===== config.mk =====
export PLATFORM = sky130hd
export DESIGN_NAME = synchronizer_filtered
export DESIGN_NICKNAME = d
export VERILOG_FILES = /design/src/rtl/synchronizer_filtered.sv
export SDC_FILE = /design/constraint.sdc
export NUM_CORES = 1
export LEC_CHECK = 0
export CAP_MARGIN = 20
export CORE_AREA = 2 2 39 41
export CTS_CLUSTER_SIZE = 16
export DETAILED_ROUTE_END_ITERATION = 16
export DIE_AREA = 0 0 41 43
export GPL_TIMING_DRIVEN = 0
export HOLD_SLACK_MARGIN = 0.1
export SYNTH_ARGS = -nofsm -noshare
export SYNTH_HDL_FRONTEND = slang
export SYNTH_SLANG_ARGS = --single-unit

===== constraint.sdc =====
create_clock -name i_clock -period 4.43 [get_ports i_clock]
set_clock_uncertainty 0.1 [all_clocks]
set_input_delay 0.443 -clock i_clock [delete_from_list [all_inputs] [get_ports i_clock]]
set_output_delay 0.443 -clock i_clock [all_outputs]
set_load 0.02 [all_outputs]

===== src/rtl/synchronizer_filtered.sv =====
// rtl/synchronizer_filtered.sv - multi-channel async input synchronizer with glitch filter
// and rise/fall pulses on the filtered level.
module synchronizer_filtered #(
  parameter int                 NB_DATA     = 1,
  parameter int                 N_STAGES    = 2,
  parameter int                 FILTER_LEN  = 0,
  parameter int                 NB_FILTER   = 4,
  parameter logic [NB_DATA-1:0] RESET_VALUE = '0
) (
  input  logic               i_clock,
  input  logic               i_reset_n,
  input  logic [NB_DATA-1:0] i_data,
  input  logic               i_enable,
  output logic [NB_DATA-1:0] o_sync,
  output logic [NB_DATA-1:0] o_data,
  output logic [NB_DATA-1:0] o_rise,
  output logic [NB_DATA-1:0] o_fall
);

  if (N_STAGES < 2) begin : g_bad_stages
    $error("synchronizer_filtered: N_STAGES must be >= 2");
  end
  if (FILTER_LEN >= (1 << NB_FILTER)) begin : g_bad_filter
    $error("synchronizer_filtered: FILTER_LEN must be < 2**NB_FILTER");
  end

  // Counter value at which a pending change is accepted; FILTER_LEN of 0 and 1 both mean "next edge".
  localparam int                   LAST_INT = (FILTER_LEN > 1) ? FILTER_LEN - 1 : 0;
  localparam logic [NB_FILTER-1:0] CNT_LAST = NB_FILTER'(LAST_INT);

  logic [NB_DATA-1:0]   chain [N_STAGES];
  logic [NB_FILTER-1:0] cnt   [NB_DATA];

  always_ff @(posedge i_clock or negedge i_reset_n) begin
    if (!i_reset_n) begin
      for (int i = 0; i < N_STAGES; i++) chain[i] <= RESET_VALUE;
    end else begin
      chain[0] <= i_data;
      for (int i = 1; i < N_STAGES; i++) chain[i] <= chain[i-1];
    end
  end

  assign o_sync = chain[N_STAGES-1];

  always_ff @(posedge i_clock or negedge i_reset_n) begin
    if (!i_reset_n) begin
      o_data <= RESET_VALUE;
      o_rise <= '0;
      o_fall <= '0;
      for (int c = 0; c < NB_DATA; c++) cnt[c] <= '0;
    end else begin
      o_rise <= '0;
      o_fall <= '0;
      if (i_enable) begin
        for (int c = 0; c < NB_DATA; c++) begin
          if (o_sync[c] == o_data[c]) begin
            cnt[c] <= '0;
          end else if (cnt[c] == CNT_LAST) begin
            o_data[c] <= o_sync[c];
            o_rise[c] <= o_sync[c];
            o_fall[c] <= ~o_sync[c];
            cnt[c]    <= '0;
          end else begin
            cnt[c] <= cnt[c] + NB_FILTER'(1);
          end
        end
      end
    end
  end

endmodule


==> summary.md, run 1 <==
| Metric | Value |
|---|---|
| Pre-antenna DRT Iters | `2` |
| Worst EP required | `3890 ps` |
| Top Layer Used | `met4` |
| Synth top area cells | `dfrtp_1 (56%), ha_1 (6.2%), nor3b_1 (5.6%)` |
| Bufs and invs on worst path | `1` |
| I/O Pins | `8` |
| WP data arrival | `1340 ps` |
| Met2 Wirelength | `308 um` |
| Post-synthesis instance total | `33` |
| CTS sink cnt | `9` |
| Clk_lat worst skew | `250 ps` |
| Starting DRT DRC Count | `1` |
| Post-synthesis register bit count | `9` |
| DIE HEIGHT | `43 um` |
| Netlist cell types | `18` |
| Routed Antenna Nets | `0` |
| DR DRC count | `0` |
| PostCTS Resize Cnt | `0` |
| Crit-path leading delay family | `buffers and inverters` |
| Setup TNS | `0 ps` |
| Clock-pin slew on the worst setup and hold paths | `60 ps` |
| Metal3 WL | `23 um` |
| Final cycle utilization of the critical path | `0.425` |
| Area Growth Syn to Fin | `28.8%` |
| Metal-1 WL | `325 um` |
| Diode count | `0` |
| Die ar. | `0.00176 mm^2` |
| Vias in the first global route | `280` |
| Largest net degree at the start of global routing | `10` |
| Initial antenna violation count | `0` |
| Final min period | `1880 ps` |
| Layout cells sized above 1 | `0.182` |
| RSZ-0062 raised after global routing | `false` |
| Nets | `51` |
| Starting Density | `0.292` |
| Post-Syn Nets | `39` |
| Fmax | `532 MHz` |
| Slew HR | `0.730` |
| Vias post-DR | `289` |
| Gpl congestion | `0.684` |
| Type of the most critical hold path | `reg -> reg` |
| Worst Path Max Fanout | `5` |
| Design Power | `0.000260 W` |
| CTS tree | `built` |
| WL final | `668 um` |
| Crit end category | `primary output` |
| CTS Buf Count | `3` |
| Commonest non-fill, non-tap cell in the layout | `dfrtp_1` |
| Pwr/cell area | `500 mW/mm^2` |
| Filler instances | `147` |
| Final setup vio count | `0` |
| Placeable core area | `0.00138 mm^2` |
| Grt ovf | `0` |
| Slowest cell delay on critical path | `640 ps` |
| Row Count | `14` |
| Yosys top cell area share | `0.557` |
| Cell breakdown of the critical path | `clkdlybuf4s50_1` |
| Worst vdd ir | `284 uV` |
| Worst slew pin tran | `404 ps` |
| Drt via density | `4.82` |
| H-tree depth | `1` |
| Die X | `41 um` |
| Status | `complete, no violations` |
| Cell Count, Final, Fillers Out | `60` |
| Leakage | `0.226 nW` |
| Clk root buf | `clkbuf_4` |
| Max_cap viols | `0` |
| Port bufs | `7` |
| First-pass GRT wire length | `1080 um` |
| CP Launch Type | `register` |
| Post-CTS Setup Repair Bufs | `0` |
| Fin. max-slew vios | `0` |
| Hold_buf cts | `0` |
| CP Class | `reg -> out` |
| CTS Buffer Depth | `2` |
| Fin. Hold Viols | `0` |
| Avg WL per Cell | `11.1 um` |
| Area of the mapped netlist | `404 um^2` |
| Most frequent cells in the layout | `dfrtp_1 (9), clkdlybuf4s50_1 (7), inv_1 (4)` |
| Cells after DPL | `56` |
| Yosys warns | `0` |
| Post-DP HPWL | `472 um` |
| Area leader, netlist | `dfrtp_1` |
| Gr usage total | `0.0979` |
| CP max stage cell | `clkdlybuf4s50_1` |
| Avg Cell Area, Syn | `12.2 um^2` |
| Seq/Total Area, Yosys | `0.557` |
[through the flow]
stage           util  hold WS, ps  cell area, um^2  setup slack [ps]
2_1_floorplan      -         47.4              404              3040
3_3_place_gp   0.357          236              494              2690
3_5_place_dp   0.357          242              494              2680
4_1_cts        0.376          261              520              2530
5_1_grt        0.376          265              520              2480
6_report       0.376          257              520              2550
[metal layers]
metal	vias up	GRT usage
met4	0	0.100
met2	6	0.131
met3	2	0.0314
met5	-	0
li1	139	-
met1	142	0.111
[path summary, 6_finish.rpt]
| path | start | endpoint | slack, ps | cells after the start |
|---|---|---|---|---|
| min | chain[1]$_DFF_PN0_ | o_sync$_DFF_PN0_ | 260 | 0 |
| min in group asynchronous | i_reset_n | o_data$_DFFE_PN0P_ | 390 | 1 |
| min reg2reg | chain[1]$_DFF_PN0_ | o_sync$_DFF_PN0_ | 260 | 0 |
| max in group asynchronous | i_reset_n | cnt[3]$_DFFE_PN0P_ | 3560 | 1 |
| max reg2reg | cnt[0]$_DFFE_PN0P_ | o_data$_DFFE_PN0P_ | 2890 | 5 |
| max | o_sync$_DFF_PN0_ | o_sync | 2550 | 1 |
[registers in the layout (all words and copies together), names as in the netlist]
register,cells
o_data,1
o_sync,1
cnt,4
chain,1
o_rise,1
o_fall,1
[cell usage after synthesis]
library cell  count
a21boi_0          1
a31oi_1           1
dfrtp_1           9
ha_1              2
inv_1             4
mux2_2            1
mux2i_1           1
nand2_1           1
nand2_2           1
nand3_1           2
nor2b_1           1
nor3b_1           3
o2111ai_1         1
o21ai_0           1
o22ai_1           1
o31ai_2           1
or2_2             1
xor2_2            1
[cell type report]
| class | instances | area, um^2 | area share |
|---|---|---|---|
| Timing Repair Buffer | 7 | 70.1 | 0.135 |
| Inverter | 4 | 15.0 | 0.0288 |
| Clock buffer | 4 | 26.3 | 0.0505 |
| Multi-Input combinational cell | 20 | 164 | 0.315 |
| Sequential cell | 9 | 225 | 0.433 |
| Tap cell | 16 | 20.0 | 0.0385 |
[logic make-up (layout without fill, tap and decap cells)]
| logic type | after synthesis | in the layout | synth area share |
|---|---|---|---|
| mux | 2 | 2 | 0.0526 |
| fa+ha+maj | 2 | 2 | 0.0619 |
| compound gates | 6 | 6 | 0.115 |
| buf+inv | 4 | 15 | 0.0371 |
| flops | 9 | 9 | 0.557 |
| simple gates | 9 | 9 | 0.136 |
| xor+xnor | 1 | 1 | 0.0403 |
[power breakdown]
group           total, W  internal (W)  switching, W
Combinational  0.0000875     0.0000435     0.0000440
Sequential      0.000112     0.0000972     0.0000146
Clock          0.0000609     0.0000346     0.0000263
Total           0.000260      0.000175     0.0000849
[worst reg2reg max path, delay by kind of cell, from the launching register on]
| family | cells | cell delay (ps) |
|---|---|---|
| DFF | 1 | 410 |
| adders and majority gates | 1 | 150 |
| buffers and inverters | 1 | 90 |
| and+or+nand+nor | 2 | 380 |
| muxes | 1 | 290 |
Note: power is estimated with default switching activity, not from simulation.
==> run 2, diff against run 1 <==
clock period = 1.9 ns   (was 4.43 ns; I/O delays follow)
==> results of run 2 <==
Same layout as run 1 (identical final DEF). Status: complete, no violations.
Main changes from that run: setup slack after placement 2680 ps -> 367 ps; setup slack after layout 2550 ps -> 272 ps; hold slack 257 ps -> 132 ps; register-to-register setup slack 2890 ps -> 360 ps; total power 0.000260 W -> 0.000607 W; worst IR drop on VDD 284 uV -> 662 uV
==> run 3, diff against run 2 <==
SKIP_LAST_GASP = 1   (was default)
==> results of run 3 <==
Same layout as run 1 (identical final DEF). Status: complete, no violations.
Main changes from that run: setup slack after placement 2680 ps -> 367 ps; setup slack after layout 2550 ps -> 272 ps; hold slack 257 ps -> 132 ps; register-to-register setup slack 2890 ps -> 360 ps; total power 0.000260 W -> 0.000607 W; worst IR drop on VDD 284 uV -> 662 uV
==> variant, RTL diff (settings of run 3) <==
The parameter `NB_FILTER` goes from 4 to 3.
--- a/src/rtl/synchronizer_filtered.sv
+++ b/src/rtl/synchronizer_filtered.sv
@@ -4,7 +4,7 @@
   parameter int                 NB_DATA     = 1,
   parameter int                 N_STAGES    = 2,
   parameter int                 FILTER_LEN  = 0,
-  parameter int                 NB_FILTER   = 4,
+  parameter int                 NB_FILTER   = 3,
   parameter logic [NB_DATA-1:0] RESET_VALUE = '0
 ) (
   input  logic               i_clock,
Formal check against the unedited RTL: no difference found for any inputs over 10 cycles, from zero or initial values and one cycle with i_reset_n low; that may be too few to reach the edited logic, so the function may still have changed.
==> variant against run 3 <==
  * Wire length is 27% lower
  * Setup slack better by 0.037 ns
  * Power is 1.0% lower
  * Core utilization is 5.3 points lower
  * Cell area is 14% lower
  * Sequential cell count is 1 lower
  * Via count is 25% lower
  * Synthesized area is 17% lower
  * Clock power is 12% lower
  * Critical endpoint unchanged
==> variant: results (changes against run 3) <==
* Largest net degree at the start of global routing at 9 (-1)
* Pre-CTS setup slack at 0.472 ns (+0.105 ns)
* Signal buf overhead at 0.157 (+0.0222)
* Gr usage total at 0.0772 (-0.0206)
* Post-synthesis adder-cell area fraction at 0.0749 (+0.0130)
* Least-Margin Pin Slew at 0.362 ns (-0.0417 ns)
* RePlAce Congestion at 0.685 (+0.16%)
* Register cell area after layout at 200 um^2 (-11%)
* Max reg flops at 3 (-1)
* Comb pwr share at 0.382 (+0.046)
* Post-synth cell types at 14 (-4)
* Placed Cells at 51 (-8.9%)
* Top cells by count, synth: 8 x dfrtp_1, 4 x inv_1
* Outcome: complete, no violations
* Multi-input combinational area share at 0.266 (-0.0488)
* Drt total wl at 485 um (-27%)
* Seq. pwr at 0.246 mW (-6%)
* Fin util at 0.323 (-0.0533)
* VDD IR-drop max at 0.000556 V (-16%)
* Detailed Route Iter0 Violations at 0 (-1)
* Drt pass-1 iters at 1 (-1)
* DR vias at 218 (-25%)
* Post-Synth XOR/XNOR Area at 0.0262 (-0.0140)
* Switching power at 0.194 mW (-1.8%)
* ClkCell Share at 0.0504 (-0.0000606)
* FF+latch count at 8 (-1)
[variant: logic make-up (layout without fill, tap and decap cells)]
group / Yosys count / in the layout
DFF: 8 / 8
and+or+nand+nor: 8 / 8
AOI/OAI and AO/OA: 4 / 4
buffers and inverters: 4 / 14
adders and majority gates: 2 / 2
xor gates and xnor gates: 1 / 1
muxes: 1 / 1
[variant: path summary, 6_finish.rpt]
check | start | cells after the start | end | slack, ns
min in group i_clock | chain[1] | 0 | o_sync | 0.25
hold reg to reg | chain[1] | 0 | o_sync | 0.25
setup / recovery | o_sync | 1 | o_sync | 0.31
setup reg to reg | cnt[0] | 5 | o_data | 0.48
max in group asynchronous | i_reset_n | 1 | o_sync | 1.32
hold / removal | i_reset_n | 1 | o_data | 0.12
[variant: routing by layer]
metal	up-vias	share of wire	global-route usage
met3	0	0.095	0.0419
met5	-	0	0
met2	7	0.45	0.0844
met4	0	0	0.0800
met1	98	0.46	0.0970
li1	113	-	-
